**config.mk**
```make
export PLATFORM = sky130hd
export DESIGN_NAME = can_rx_drain
export DESIGN_NICKNAME = d
export VERILOG_FILES = /design/src/rtl/can_pkg.sv /design/src/rtl/can_rx_drain.sv
export SDC_FILE = /design/constraint.sdc
export NUM_CORES = 1
export LEC_CHECK = 0
export ABC_AREA = 0
export BUFFER_PORTS_ARGS = -buffer_cell sky130_fd_sc_hd__buf_2
export CAP_MARGIN = 20
export CORE_UTILIZATION = 50
export DETAILED_ROUTE_END_ITERATION = 8
export GPL_ROUTABILITY_DRIVEN = 1
export HOLD_SLACK_MARGIN = 0.05
export MAX_ROUTING_LAYER = met4
export PLACE_DENSITY_LB_ADDON = 0.3
export SLEW_MARGIN = 25
export SYNTH_ARGS = -nofsm -noshare
export SYNTH_HDL_FRONTEND = slang
export SYNTH_SLANG_ARGS = --single-unit
```
**constraint.sdc**
```tcl
create_clock -name clk -period 4.6 [get_ports clk]
set_clock_uncertainty 0.1 [all_clocks]
set_input_delay 0.92 -clock clk [delete_from_list [all_inputs] [get_ports clk]]
set_output_delay 0.92 -clock clk [all_outputs]
set_load 0.02 [all_outputs]
```
**src/rtl/can_pkg.sv**
```systemverilog
// Shared definitions for the CAN receive-FIFO drain block.
// Contents: FSM state encoding, header bit positions, receive-FIFO base
// address, SFF/EFF header lengths and the frame-length helper.
package can_pkg;

    localparam int unsigned DATA_W       = 8;
    localparam int unsigned ADDR_W       = 6;
    localparam int unsigned IDX_W        = 4;
    localparam int unsigned CNT_W        = 16;
    localparam int unsigned GAP_W        = 4;

    // Frame header (byte 0) layout
    localparam int unsigned HDR_FF_BIT   = 7;
    localparam int unsigned HDR_RTR_BIT  = 6;
    localparam int unsigned HDR_DLC_MSB  = 3;
    localparam int unsigned HDR_DLC_LSB  = 0;

    // Extended-mode mapping: byte i of the head frame lives at BASE_ADDR + i
    localparam int unsigned BASE_ADDR    = 16;
    localparam int unsigned SFF_HDR_LEN  = 3;
    localparam int unsigned EFF_HDR_LEN  = 5;
    localparam int unsigned MAX_DATA_LEN = 8;

    typedef enum logic [2:0] {
        ST_IDLE = 3'd0,
        ST_ADDR = 3'd1,
        ST_CAPT = 3'd2,
        ST_SEND = 3'd3,
        ST_REL  = 3'd4,
        ST_GAP  = 3'd5
    } state_e;

    // Total frame length in bytes (3..13): header bytes plus clamped DLC,
    // remote frames carry no data bytes.
    function automatic logic [IDX_W-1:0] frame_len(
        input logic             ff,
        input logic             rtr,
        input logic [IDX_W-1:0] dlc
    );
        logic [IDX_W-1:0] len;
        len = ff ? IDX_W'(EFF_HDR_LEN) : IDX_W'(SFF_HDR_LEN);
        if (!rtr) begin
            len = len + ((dlc > IDX_W'(MAX_DATA_LEN)) ? IDX_W'(MAX_DATA_LEN) : dlc);
        end
        return len;
    endfunction

endpackage

```
**src/rtl/can_rx_drain.sv**
```systemverilog
// Drains complete frames from the CAN receive FIFO and presents them as a
// byte stream with valid/ready handshake, then releases the frame.
// Ports:
//   clk, rst          clock, synchronous active-high reset
//   reset_mode        controller reset mode, aborts the frame in progress
//   info_empty        FIFO holds no complete frame (sampled in IDLE only)
//   fifo_data         FIFO read data, valid one cycle after fifo_addr changes
//   fifo_overrun      overrun flag of the head frame
//   fifo_addr         FIFO byte address (16 + byte index)
//   release_buffer    one-cycle pulse freeing the head frame
//   m_data/m_valid/m_ready/m_last/m_overrun   outgoing byte stream
//   frame_cnt         count of released frames, wraps
module can_rx_drain
    import can_pkg::*;
#(
    parameter int unsigned U_DLY   = 1,
    parameter int unsigned GAP_CYC = 2
) (
    input  logic              clk,
    input  logic              rst,
    input  logic              reset_mode,
    input  logic              info_empty,
    input  logic [DATA_W-1:0] fifo_data,
    input  logic              fifo_overrun,
    output logic [ADDR_W-1:0] fifo_addr,
    output logic              release_buffer,
    output logic [DATA_W-1:0] m_data,
    output logic              m_valid,
    input  logic              m_ready,
    output logic              m_last,
    output logic              m_overrun,
    output logic [CNT_W-1:0]  frame_cnt
);

    // Elaboration-time parameter sanity; assignments here are zero-delay.
    if (GAP_CYC < 2 || GAP_CYC > 15) begin : g_gap_chk
        $error("can_rx_drain: GAP_CYC must be in 2..15");
    end
    if (U_DLY > 255) begin : g_dly_chk
        $error("can_rx_drain: U_DLY out of range");
    end

    state_e             state_q, state_d;
    logic [IDX_W-1:0]   idx_q, idx_d;
    logic [ADDR_W-1:0]  addr_q, addr_d;
    logic [DATA_W-1:0]  data_q, data_d;
    logic               valid_q, valid_d;
    logic               last_q, last_d;
    logic               ovr_q, ovr_d;
    logic [IDX_W-1:0]   len_q, len_d;
    logic               rel_q, rel_d;
    logic [CNT_W-1:0]   cnt_q, cnt_d;
    logic [GAP_W-1:0]   gap_q, gap_d;
    logic [IDX_W-1:0]   hdr_len;
    logic [IDX_W-1:0]   cur_len;

    // Length decoded straight from the header byte on the FIFO read port
    assign hdr_len = frame_len(fifo_data[HDR_FF_BIT], fifo_data[HDR_RTR_BIT],
                               fifo_data[HDR_DLC_MSB:HDR_DLC_LSB]);
    // At index 0 the latched length is not yet valid, use the live header
    assign cur_len = (idx_q == '0) ? hdr_len : len_q;

    // Next-state and registered-output logic
    always_comb begin
        state_d = state_q;
        idx_d   = idx_q;
        addr_d  = addr_q;
        data_d  = data_q;
        valid_d = valid_q;
        last_d  = last_q;
        ovr_d   = ovr_q;
        len_d   = len_q;
        rel_d   = 1'b0;
        cnt_d   = cnt_q;
        gap_d   = gap_q;

        // A release pulse already on the wire is always counted
        if (state_q == ST_REL) begin
            cnt_d = cnt_q + CNT_W'(1);
        end

        if (reset_mode) begin
            state_d = ST_IDLE;
            valid_d = 1'b0;
            last_d  = 1'b0;
            idx_d   = '0;
            addr_d  = ADDR_W'(BASE_ADDR);
        end else begin
            unique case (state_q)
                ST_IDLE: begin
                    if (!info_empty) begin
                        state_d = ST_ADDR;
                        idx_d   = '0;
                        addr_d  = ADDR_W'(BASE_ADDR);
                    end
                end
                ST_ADDR: begin
                    state_d = ST_CAPT;
                end
                ST_CAPT: begin
                    data_d  = fifo_data;
                    valid_d = 1'b1;
                    last_d  = (idx_q == cur_len - IDX_W'(1));
                    if (idx_q == '0) begin
                        len_d = hdr_len;
                        ovr_d = fifo_overrun;
                    end
                    state_d = ST_SEND;
                end
                ST_SEND: begin
                    if (m_ready) begin
                        valid_d = 1'b0;
                        last_d  = 1'b0;
                        if (last_q) begin
                            state_d = ST_REL;
                            rel_d   = 1'b1;
                        end else begin
                            idx_d   = idx_q + IDX_W'(1);
                            addr_d  = addr_q + ADDR_W'(1);
                            state_d = ST_ADDR;
                        end
                    end
                end
                ST_REL: begin
                    state_d = ST_GAP;
                    gap_d   = GAP_W'(GAP_CYC - 1);
                    idx_d   = '0;
                    addr_d  = ADDR_W'(BASE_ADDR);
                end
                ST_GAP: begin
                    if (gap_q == '0) begin
                        state_d = ST_IDLE;
                    end else begin
                        gap_d = gap_q - GAP_W'(1);
                    end
                end
                default: begin
                    state_d = ST_IDLE;
                end
            endcase
        end
    end

    // State and output registers
    always_ff @(posedge clk) begin
        if (rst) begin
            state_q <= ST_IDLE;
            idx_q   <= '0;
            addr_q  <= ADDR_W'(BASE_ADDR);
            data_q  <= '0;
            valid_q <= 1'b0;
            last_q  <= 1'b0;
            ovr_q   <= 1'b0;
            len_q   <= '0;
            rel_q   <= 1'b0;
            cnt_q   <= '0;
            gap_q   <= '0;
        end else begin
            state_q <= state_d;
            idx_q   <= idx_d;
            addr_q  <= addr_d;
            data_q  <= data_d;
            valid_q <= valid_d;
            last_q  <= last_d;
            ovr_q   <= ovr_d;
            len_q   <= len_d;
            rel_q   <= rel_d;
            cnt_q   <= cnt_d;
            gap_q   <= gap_d;
        end
    end

    assign fifo_addr      = addr_q;
    assign release_buffer = rel_q;
    assign m_data         = data_q;
    assign m_valid        = valid_q;
    assign m_last         = last_q;
    assign m_overrun      = ovr_q;
    assign frame_cnt      = cnt_q;

endmodule

```
==> parameters.txt <==
Parameter                              Value

Setup path
  Critical Path Sink Type    register
  Highest net fanout along the worst path    2
  Critical path launch point type    input pin
  Data arrival time of the critical path    a little under 3 ns
  Worst EP required    roughly 4.7 ns
  Start point of the critical path    fifo_data[1]
  Reg-to-reg slack, setup    approximately 2.3 ns
  Critical setup path kind    input pin to register
  Worst r2r src    idx_q[0]

Synth
  Yosys warning count    0
  Synthesized flop and latch total    between 40 and 50
  Netlist area before placement    0.00244 sq mm
  Number of unique standard cell types used by synthesis    50
  Post-Syn Nets    just over 300
  Portion of the post-synthesis area used by sequential elements    40.3%
  Proportion of register bits with asynchronous set or reset after synthesis    0%
  Number of flops mapped to enable cells by yosys    0
  Cell count after synthesis    281
  Main flop type after synthesis    sky130_fd_sc_hd__dfxtp_1
  Synthesized area divided by synthesized cell count    8.67 sq um

Floorplanning
  Starting utilization of the core area    around half
  Number of rows in the core area    25
  Total die area    slightly above 0.005 sq mm
  Count of boundary I/O pins    48
  Standard cell core area    0.00469 sq mm
  Die X    roughly 72 microns
  Chip Height    slightly above 70 microns

Clocking
  Sink Count    49
  Post-CTS setup-driven buffer insertion count    0
  Cts hold-fix bufs    0
  Clock transition time at the flip-flop clock pins of the worst setup and hold paths    0.09 ns
  Root Buffer Master    sky130_fd_sc_hd__clkbuf_8
  Clock Latency Late Sink    about 0.3 ns
  Number of levels the H-tree was split into    2
  Number of gates given a new drive strength after cts    0
  Maximum clock path buffer count    2
  Number of buffers created by CTS    5
  Clock tree from TritonCTS    done

Global route
  Number of antenna violations at the first check in global routing    0
  First-pass GRT wire length    roughly 7700 microns
  Vias in the first global route    approximately 1800
  Gr ovfl total    0
  GRT Total Usage    19.1%
  Largest net degree at the start of global routing    36

Outcome
  Status    finished clean

Timing
  Measured slew at the worst slew-check pin    0.619 ns
  Final Slew Violations    0
  Total negative slack for setup checks    0 ns
  Post-route clock period utilization    ~62%
  RSZ-0062 raised after global routing    no
  Fmax    between 300 and 400 MHz
  Number of hold violations in the final report    0
  Minimum clock period    approximately 2.9 ns
  Final setup violation count    0
  Hold WS    between 0.3 and 0.4 ns
  Max-Slew Margin vs Limit    about 59%

Job
  Number of max-cap violations    0

Detailed routing
  Vias    roughly 2100
  Wire length on met3    approximately 150 microns
  Residual DRC count    0
  WL per Instance    about 12 microns
  Mean number of vias per cell    around 5.4
  Wire length on met1    ~2200 microns
  First-iteration detailed-routing DRC count    83
  Uppermost layer routed    met4
  DR pass1 iterations    5
  Met2 wire len    2190 microns
  Total detailed-routing wirelength    about 4600 microns
  Final ANT Viol Nets    0

Placement
  Buffers added on ports    47
  Routability congestion estimate    about 0.79
  Area of placed instances    0.00270 sq mm
  Detailed Place HPWL    between 3000 and 4000 microns

Layout
  Total number of nets in the final design    between 300 and 400
  Antenna diodes    0
  Share of final-layout standard cells stronger than drive strength 1    between 10% and 20%
  Layout area overhead    15.3%
  Post-route cell area    0.00281 sq mm

Hold path
  Startpoint of the tightest hold check path    m_data[5]
  Worst min path class    register to register

Power
  Power per cell area    roughly 290 mW/mm^2
  IR drop worst, VDD    around 180 uV
  LEAKAGE    1.17 nW
power breakdown:
group	leakage (nW)	total, mW	switching (mW)	internal, mW
clock	0.0585	0.309	0.146	0.163
sequential	0.395	0.431	0.00400	0.427
combinational	0.720	0.0644	0.0384	0.0259
final cells by class:
class	instances	area, sq um
clock inverter	3	43.8
fill	434	1880
tap	54	67.6
timing repair buffer	47	235
clock buffer	5	68.8
sequential	49	981
inverter	10	37.5
multi-input combinational	212	1370
through the flow:
step                setup slack (ns)  utilization, %  power, mW  std cells
floorplan                       1.74               -      0.488        281
global placement                1.53            57.4      0.504        372
detailed placement              1.45            57.4      0.505        372
CTS                             1.74            59.8      0.812        380
global route                    1.66            59.8      0.838        380
finish                          1.74            59.8      0.805        380
kinds of logic (layout without fill, tap and decap cells):
logic type | after synthesis | in the layout | share of synthesized area [%]
flip-flops | 49 | 49 | 40.3
multiplexers | 5 | 5 | 2.05
AND/OR/NAND/NOR | 128 | 128 | 28.8
AO/OA/AOI/OAI | 43 | 43 | 10.9
adder cells (fa/ha/maj) | 9 | 9 | 4.93
XOR/XNOR | 27 | 27 | 9.71
buffers and inverters | 20 | 65 | 3.34
cells in the mapped netlist (3+ instances only):
library cell                n  area share [%]
sky130_fd_sc_hd__buf_2      5             1.0
sky130_fd_sc_hd__mux2i_1    5             2.1
sky130_fd_sc_hd__a21oi_1   21             4.3
sky130_fd_sc_hd__clkbuf_1   5            0.77
sky130_fd_sc_hd__nand2b_1   3            0.77
sky130_fd_sc_hd__nand4_1    7             1.8
sky130_fd_sc_hd__nor2b_1    6             1.5
sky130_fd_sc_hd__nor2_1    37             5.7
sky130_fd_sc_hd__ha_1       8             4.1
sky130_fd_sc_hd__o21ai_0    5             1.0
sky130_fd_sc_hd__nand2_1   35             5.4
sky130_fd_sc_hd__nand3b_1   3            0.92
sky130_fd_sc_hd__nor3_1     5             1.0
sky130_fd_sc_hd__inv_1     10             1.5
sky130_fd_sc_hd__xor2_1    17             6.1
sky130_fd_sc_hd__xnor2_1   10             3.6
sky130_fd_sc_hd__and3_1     4             1.0
sky130_fd_sc_hd__nand3_1    7             1.4
sky130_fd_sc_hd__or3_1      4             1.0
sky130_fd_sc_hd__dfxtp_1   49              40
routing by layer:
metal,GRT usage [%],vias to the layer above
met4,6.97,0
li1,-,1049
met5,-,-
met2,30.9,40
met1,23.6,960
met3,3.80,7
worst max-delay path, cell delays in order:
cell	delay, ns
sky130_fd_sc_hd__buf_2	0.10
sky130_fd_sc_hd__nor2b_1	0.15
sky130_fd_sc_hd__fa_1	0.54
sky130_fd_sc_hd__inv_1	0.04
sky130_fd_sc_hd__o21ai_0	0.23
sky130_fd_sc_hd__mux2i_1	0.14
sky130_fd_sc_hd__ha_1	0.31
sky130_fd_sc_hd__xor2_1	0.15
sky130_fd_sc_hd__nand3_1	0.10
sky130_fd_sc_hd__o41ai_2	0.28
cells in the final DEF, fill, tap and decap left out, types with 6 or more instances in the layout:
cell type,synthesis,layout
sky130_fd_sc_hd__nand2_1,35,35
sky130_fd_sc_hd__nand4_1,7,7
sky130_fd_sc_hd__xnor2_1,10,10
sky130_fd_sc_hd__inv_1,10,10
sky130_fd_sc_hd__xor2_1,17,17
sky130_fd_sc_hd__a21oi_1,21,21
sky130_fd_sc_hd__dfxtp_1,49,49
sky130_fd_sc_hd__nor2_1,37,37
sky130_fd_sc_hd__nor2b_1,6,6
sky130_fd_sc_hd__ha_1,8,8
sky130_fd_sc_hd__buf_2,5,47
sky130_fd_sc_hd__nand3_1,7,7
flip-flops by register name (all words and copies together), names as in the netlist, 3 cells and up:
| name | count |
|---|---|
| m_data | 8 |
| idx_q | 4 |
| len_q | 4 |
| fifo_addr | 6 |
| state_q | 3 |
| gap_q | 4 |
| frame_cnt | 16 |
final timing paths:
path / endpoint / cells past startpoint
worst max-delay path: m_last / 10
worst min-delay path: m_data[5] / 2
worst max register to register: m_last / 8
worst min register to register: m_data[5] / 2
No activity file was read; power rests on OpenSTA's default activity.
